[src/rtl/dead_time_pkg.sv]
// Shared types and defaults for the multi-channel dead-time generator.
package dead_time_pkg;

   localparam int DT_WIDTH_DEF = 16;
   localparam int NUM_CH_DEF   = 4;

   typedef enum logic [2:0] {
      ST_OFF,
      ST_DT_HI,
      ST_HI,
      ST_DT_LO,
      ST_LO
   } dt_state_e;

endpackage

[src/rtl/dt_channel.sv]
// One complementary pair: state machine, dead-time down-counter and
// registered gate-drive decode.
module dt_channel
   import dead_time_pkg::*;
#(
   parameter int DT_WIDTH = DT_WIDTH_DEF
) (
   input  logic                MClk,
   input  logic                Rst,
   input  logic                Kill,
   input  logic                PwmIn,
   input  logic [DT_WIDTH-1:0] DtRise,
   input  logic [DT_WIDTH-1:0] DtFall,
   output logic                SHi,
   output logic                SLo,
   output logic                DtBusy
);

   localparam logic [DT_WIDTH-1:0] ONE = DT_WIDTH'(1);

   dt_state_e           r_state;
   logic [DT_WIDTH-1:0] r_cnt;
   logic                r_from_off;
   logic                r_shi;
   logic                r_slo;
   logic                r_busy;

   dt_state_e           w_nxt;
   logic [DT_WIDTH-1:0] w_cnt;
   logic                w_from_off;
   logic                w_rise_zero;
   logic                w_fall_zero;

   assign w_rise_zero = (DtRise == '0);
   assign w_fall_zero = (DtFall == '0);

   always_comb begin
      w_nxt      = r_state;
      w_cnt      = r_cnt;
      w_from_off = r_from_off;
      if (Kill) begin
         w_nxt = ST_OFF;
      end else begin
         unique case (r_state)
            ST_OFF: begin
               w_from_off = 1'b1;
               if (PwmIn) begin
                  w_cnt = DtRise;
                  w_nxt = w_rise_zero ? ST_HI : ST_DT_HI;
               end else begin
                  w_cnt = DtFall;
                  w_nxt = w_fall_zero ? ST_LO : ST_DT_LO;
               end
            end
            ST_HI: begin
               if (!PwmIn) begin
                  w_from_off = 1'b0;
                  w_cnt      = DtFall;
                  w_nxt      = w_fall_zero ? ST_LO : ST_DT_LO;
               end
            end
            ST_LO: begin
               if (PwmIn) begin
                  w_from_off = 1'b0;
                  w_cnt      = DtRise;
                  w_nxt      = w_rise_zero ? ST_HI : ST_DT_HI;
               end
            end
            ST_DT_HI: begin
               // Abort: after OFF neither side was on, so retarget with a full load
               if (!PwmIn) begin
                  if (r_from_off) begin
                     w_cnt = DtFall;
                     w_nxt = w_fall_zero ? ST_LO : ST_DT_LO;
                  end else begin
                     w_nxt = ST_LO;
                  end
               end else if (r_cnt <= ONE) begin
                  w_cnt = '0;
                  w_nxt = ST_HI;
               end else begin
                  w_cnt = r_cnt - ONE;
               end
            end
            ST_DT_LO: begin
               if (PwmIn) begin
                  if (r_from_off) begin
                     w_cnt = DtRise;
                     w_nxt = w_rise_zero ? ST_HI : ST_DT_HI;
                  end else begin
                     w_nxt = ST_HI;
                  end
               end else if (r_cnt <= ONE) begin
                  w_cnt = '0;
                  w_nxt = ST_LO;
               end else begin
                  w_cnt = r_cnt - ONE;
               end
            end
            default: w_nxt = ST_OFF;
         endcase
      end
   end

   always_ff @(posedge MClk) begin
      if (Rst) begin
         r_state    <= ST_OFF;
         r_cnt      <= '0;
         r_from_off <= 1'b0;
         r_shi      <= 1'b0;
         r_slo      <= 1'b0;
         r_busy     <= 1'b0;
      end else begin
         r_state    <= w_nxt;
         r_cnt      <= w_cnt;
         r_from_off <= w_from_off;
         r_shi      <= (w_nxt == ST_HI);
         r_slo      <= (w_nxt == ST_LO);
         r_busy     <= (w_nxt == ST_DT_HI) || (w_nxt == ST_DT_LO);
      end
   end

   assign SHi    = r_shi;
   assign SLo    = r_slo;
   assign DtBusy = r_busy;

endmodule

[src/rtl/dead_time_gen_mc.sv]
// Multi-channel dead-time generator: fault handling and kill fan-out.
// Define DT_FAULT_LATCH_EN to hold FaultAct until an explicit FaultClr.
module dead_time_gen_mc
   import dead_time_pkg::*;
#(
   parameter int NUM_CH   = NUM_CH_DEF,
   parameter int DT_WIDTH = DT_WIDTH_DEF
) (
   input  logic                             MClk,
   input  logic                             Rst,
   input  logic                             En,
   input  logic [NUM_CH-1:0]                PwmIn,
   input  logic [NUM_CH-1:0][DT_WIDTH-1:0]  DtRise,
   input  logic [NUM_CH-1:0][DT_WIDTH-1:0]  DtFall,
   input  logic                             Fault,
   input  logic                             FaultClr,
   output logic [NUM_CH-1:0]                SHi,
   output logic [NUM_CH-1:0]                SLo,
   output logic [NUM_CH-1:0]                DtBusy,
   output logic                             FaultAct
);

   logic r_fault_act;
   logic w_kill;

`ifdef DT_FAULT_LATCH_EN
   // A clear is only honoured once the fault source has gone away
   always_ff @(posedge MClk) begin
      if (Rst)
         r_fault_act <= 1'b0;
      else if (Fault)
         r_fault_act <= 1'b1;
      else if (FaultClr)
         r_fault_act <= 1'b0;
   end
`else
   logic w_unused_clr;
   assign w_unused_clr = FaultClr;

   always_ff @(posedge MClk) begin
      if (Rst)
         r_fault_act <= 1'b0;
      else
         r_fault_act <= Fault;
   end
`endif

   assign w_kill   = ~En | r_fault_act;
   assign FaultAct = r_fault_act;

   for (genvar g = 0; g < NUM_CH; g++) begin : g_ch
      dt_channel #(
         .DT_WIDTH (DT_WIDTH)
      ) u_ch (
         .MClk   (MClk),
         .Rst    (Rst),
         .Kill   (w_kill),
         .PwmIn  (PwmIn[g]),
         .DtRise (DtRise[g]),
         .DtFall (DtFall[g]),
         .SHi    (SHi[g]),
         .SLo    (SLo[g]),
         .DtBusy (DtBusy[g])
      );
   end

endmodule

[config.mk]
export PLATFORM = sky130hd
export DESIGN_NAME = dead_time_gen_mc
export DESIGN_NICKNAME = d
export VERILOG_FILES = /design/src/rtl/dead_time_pkg.sv /design/src/rtl/dt_channel.sv /design/src/rtl/dead_time_gen_mc.sv
export SDC_FILE = /design/constraint.sdc
export NUM_CORES = 1
export LEC_CHECK = 0
export CAP_MARGIN = 10
export CORE_ASPECT_RATIO = 0.75
export CORE_MARGIN = 2
export CORE_UTILIZATION = 59
export DETAILED_ROUTE_END_ITERATION = 8
export HOLD_SLACK_MARGIN = 0.1
export PLACE_DENSITY = 0.88
export SLEW_MARGIN = 0
export SYNTH_ARGS = -nofsm -noshare
export SYNTH_HDL_FRONTEND = slang
export SYNTH_SLANG_ARGS = --single-unit
[constraint.sdc]
create_clock -name MClk -period 3.25 [get_ports MClk]
set_input_delay 0.4875 -clock MClk [delete_from_list [all_inputs] [get_ports MClk]]
set_output_delay 0.4875 -clock MClk [all_outputs]
set_load 0.05 [all_outputs]
Yosys cells after proc, flatten, opt, wreduce, memory -nomap -nowiden. Cells that the tools add are included. Widths: inputs -> output; s select.

Muxes and demuxes: 100. $add $sub $neg: 4. Magnitude comparators: 4. Reductions and logical operators: 32. Bitwise gates (word level): 3. Equal/unequal tests: 48.

Operators by type and width (count): $mux 16 (32); $pmux 16 s5 (4); $mux 3 (44); $logic_not 16->1 (8); $le 16x1->1 const B (4); $sub 16x1->16 const B (4); $pmux 3 s5 (4); $eq 3x2->1 const B (16); $eq 3x1->1 const B (8); $eq 3x3->1 const B (8); $ne 3x2->1 const B (8); $reduce_and 6->1 (4); $reduce_bool 5->1 (4); $ne 2x2->1 const B (8); $reduce_and 4->1 (4); $logic_not 3->1 (4); $pmux 1 s3 (4); $reduce_bool 3->1 (4); $mux 1 (8); $mux 2 (4); $logic_or 1x1->1 (4); $not 1->1 (2); $or 1x1->1 (1).

Output and inout bits: 13. Bits of input ports: 137. Flip-flop bits (word level): 93.

Longest topological paths before layout.
Word-level depth: 8. Mapped depth: 9. Gate-level depth less buffers: 7.

Hierarchy. From an unflattened synthesis, not the netlist that was laid out.

Cell total of the unflattened synthesis: 1321. Area total of the unflattened synthesis: 9226.3 um^2.

By module, submodules not included: dt_channel (g_ch[1].u_ch ...) (cells each 331, instances 2, area each 2318.5 um^2); dt_channel (g_ch[0].u_ch) (cells each 341, instances 1, area each 2319.7 um^2); dt_channel (g_ch[3].u_ch) (cells each 315, instances 1, area each 2229.6 um^2); dead_time_gen_mc (cells each 3, instances 1, area each 40.0 um^2).

Least setup slack after synthesis. Ideal clock, no wire load.

Path type: flip-flop to flip-flop. Start: register r_fault_act, in the netlist FaultAct. End: register g_ch[1].u_ch.r_cnt[9]. Setup time: 122 ps. Data arrival time: 2055 ps. Path buffers: 1. Setup slack: 1073 ps. Data required time: 3128 ps. Stages on the path, launching flop included: 7. Cell sequence: dfxtp_1 > nand2b_1 > buf_1 > a211oi_2 > nand2_1 > a21o_1 > a311o_1.

Longest elaborated chain between the ends: 3.

RTL lines: start: declaration (line dead_time_gen_mc.sv:23) `logic r_fault_act;`; start signal: assignment (line dead_time_gen_mc.sv:44) `r_fault_act <= Fault;`; $or 1x1->1 (line dead_time_gen_mc.sv:48) `assign w_kill = ~En | r_fault_act;`; $not 1->1 (no source line); $reduce_and 6->1 (no source line); end signal: assignment (line dt_channel.sv:115) `r_cnt <= w_cnt;`; end: declaration (line dt_channel.sv:22) `logic [DT_WIDTH-1:0] r_cnt;`.

No other way between the ends. A chain may end at the register's enable or synchronous reset.

Worst setup path in the final report.
Start: input PwmIn[3]. End: register g_ch[3].u_ch.r_cnt[5].

Longest elaborated chain between the ends: 2. Elaborated cells between the ends (all ways): 9.

RTL lines: start: declaration (line dead_time_gen_mc.sv:12) `input logic [NUM_CH-1:0] PwmIn,`; $ne 3x2->1 (no source line), or another cell as far along; $reduce_and 6->1 (no source line) / $pmux 16 s5 (equally long branches); end signal: assignment (line dt_channel.sv:115); end: declaration (line dt_channel.sv:22).

Several ways; a longest one is shown, not always the timed one.

==> results.py <==
metrics = {
    "clocking": {
        "cts_made_buffers": 9,
        "clock_sinks": 93,
        "htreeDepth": 3,
        "cts_setup_buffers": 0,
        "clock_path_buffers": 2,
        "clkSlewWorstSetupHoldPaths_ns": 0.07,
        "clk_latency_ns": 0.36,
        "cts_root_buf": "clkbuf_16",
        "cts_tree": "yes",
        "postCtsHoldBufs": 0,
        "cts_resized": 0,
    },
    "floorplan": {
        "start_util_pct": 60.5,
        "io_pins": 150,
        "rows": 38,
        "fp.coreArea_um2": 14500,
        "fp.dieW_um": 145,
        "die_area_um2": 15900,
        "die_y_um": 110,
    },
    "run_status": {
        "status": "finished, final reports clean",
    },
    "final_layout": {
        "fin_nets": 1405,
        "fin_area_um2": 10600,
        "multiInputGateArea_um2": 6240,
        "final_common_cell": "clkdlybuf4s50_1",
        "nFillCells": 1138,
        "num_antenna_cells": 0,
        "drive_above_1_share_pct": 7.19,
        "layout.area.seq_um2": 1860,
        "layout_common_cells": "clkdlybuf4s50_1 (147), dfxtp_1 (93), nand2_1 (90)",
        "area_growth_pct": 21.0,
    },
    "synth": {
        "ys_types": 88,
        "syn_inst": 1163,
        "syn-cell-area_um2": 8780,
        "syn_nets": 1308,
        "synth.avg_cell_area_um2": 7.55,
        "synth-edff-count": 0,
        "async_flop_share_pct": 0,
        "ys_dominant_reg_cell": "dfxtp_1",
        "synth-seq-area-share_pct": 21.2,
        "ys_warn_count": 0,
        "synth_seq_cells": 93,
    },
    "setup_path": {
        "crit_fanout": 11,
        "rr_worst_depth": 5,
        "path_depth": 7,
        "worst-path-buf-inv": 2,
        "path_delay_family": "buffers and inverters",
        "crit_path_cell_trace": "clkdlybuf4s50_1, buf_4, nor3b_1, o21bai_1, and2_1, nand2_1, o32ai_1",
        "cp_slowest_stage_delay_ns": 0.73,
        "required_ns": 3.48,
        "setup.worst_path.class": "in2reg",
        "crit_path_end_kind": "register",
        "critPathArrivalTime_ns": 2.91,
        "crit_slowest_cell": "clkdlybuf4s50_1",
        "setup.worst_path.start_class": "input port",
    },
    "placed_design": {
        "port_buffers": 148,
        "hpwl_um": 21500,
        "placed_area_um2": 10300,
        "place.gp.congestion": 0.956,
    },
    "pwr": {
        "total_leakage_power_uw": 0.00386,
        "max-vdd-ir-drop_mv": 0.369,
        "fin_total_pwr_uw": 3930,
        "pwr_density_cell_nw_per_um2": 370,
    },
    "grt": {
        "antenna_found_initial": 0,
        "grt_overflow": 0,
        "grt_pass1_vias": 9080,
        "grt_pass1_wl_um": 46200,
        "track_usage_pct": 36.3,
        "grt_max_degree": 54,
    },
    "sta": {
        "rsz0062_at_grt": "false",
        "fin_tns_setup_ns": 0,
        "setup_viol": 0,
        "fin_skew_ns": 0.00775,
        "fin_crit_ns": 2.67,
        "slew_viol_final": 0,
        "finalHoldViolations": 0,
        "worst-slew-pin-transition_ns": 0.994,
        "relSlewSlack_pct": 33.7,
        "fin_crit_sh_pct": 82.3,
        "fmax_mhz": 374,
    },
    "worst_hold_path": {
        "worstHoldPathType": "in2reg",
        "timing.hold.worst_path_depth": 2,
    },
    "drt": {
        "drtAntennaViolNets": 0,
        "first_iter_violations": 1697,
        "via_per_inst": 7.16,
        "wl_per_cell_um": 20.2,
        "vias": 10500,
        "wirelength_um": 29600,
        "first_pass_iters": 7,
        "remaining_drc_errors": 0,
    },
    "job": {
        "max_cap_violations": 0,
    },
}
worst paths after layout:
kind,from,endpoint,slack (ns)
setup / recovery,PwmIn[3],g_ch[3].u_ch.r_cnt[5],0.58
hold / removal,Rst,FaultAct,0.46
setup reg to reg,g_ch[2].u_ch.r_state[2],g_ch[2].u_ch.r_cnt[11],0.68
hold reg to reg,g_ch[1].u_ch.r_cnt[12],g_ch[1].u_ch.r_cnt[12],0.48
synth_stat cells (12+ instances only):
cell       count  area [um2]
buf_4         12        90.1
clkbuf_1      47         176
a221o_1       21         210
o2bb2ai_1     13         114
or3_1         13        81.3
o211ai_1      15         113
nand2b_1      16         100
a221oi_1      13         114
nor3b_1       13        97.6
a2111oi_0     15         131
a21oi_1       63         315
a31oi_1       15        93.8
o22ai_1       28         175
inv_1         59         221
a32o_1        18         180
nand2_1       90         338
buf_1         17        63.8
nor3_1        28         140
nand3_1       29         145
nor4_1        38         238
or4_1         12        90.1
dfxtp_1       93        1860
nor2b_1       25         156
nand4_1       24         150
mux2i_1       35         350
o32ai_1       27         236
buf_2         22         110
a211oi_1      13        97.6
o21ai_0       37         185
a22o_1        12         105
nor2_1        66         248
state kept, by name, indices dropped and copies added (netlist names):
signal                flops
g_ch.u_ch.r_cnt          64
g_ch.u_ch.r_state        12
g_ch.u_ch.DtBusy          4
g_ch.u_ch.SHi             4
g_ch.u_ch.SLo             4
g_ch.u_ch.r_from_off      4
FaultAct                  1
metrics by stage:
stage                     hold slack (ns)  worst slack [ns]  utilization (%)  std cells
final                               0.458             0.575             73.2       1465
after global routing                0.456             0.424             73.2       1465
after CTS                           0.446             0.651             73.2       1465
after detailed placement            0.453             0.302             71.3       1449
after global placement              0.451             0.356             71.3       1449
after floorplan                     0.424              1.07                -       1163
cell families (layout without fill, tap and decap cells):
kind of cell | after synthesis | count (layout) | synth area share (%)
AOI/OAI and AO/OA | 431 | 431 | 37.5
muxes | 36 | 36 | 4.12
adders and majority gates | 8 | 8 | 1.14
xor gates and xnor gates | 19 | 19 | 1.90
DFF | 93 | 93 | 21.2
and+or+nand+nor | 415 | 415 | 26.3
buffers and inverters | 161 | 263 | 7.80
per-layer routing:
layer	vias to the layer above	track usage (%)	share of wire, %
met5	-	0	0
met4	0	10.5	2.2
met3	76	8.14	13
met2	795	54.9	43
met1	4829	51.9	42
li1	4795	-	-
power breakdown:
part           total (uW)  internal [uW]  switching [uW]
combinational        1530            650             881
sequential           1350           1230             122
clock                1050            533             514
total                3930           2410            1520
final cells by class:
| class | count | area share (%) |
|---|---|---|
| multi-input cells | 909 | 58.7 |
| flip-flops and latches | 93 | 17.5 |
| repair buffers | 185 | 16.5 |
| well taps | 200 | 2.36 |
| inverters | 62 | 2.19 |
| clock buffers | 9 | 2.12 |
| clock inverters | 7 | 0.554 |
No activity file was read; power rests on OpenSTA's default activity.
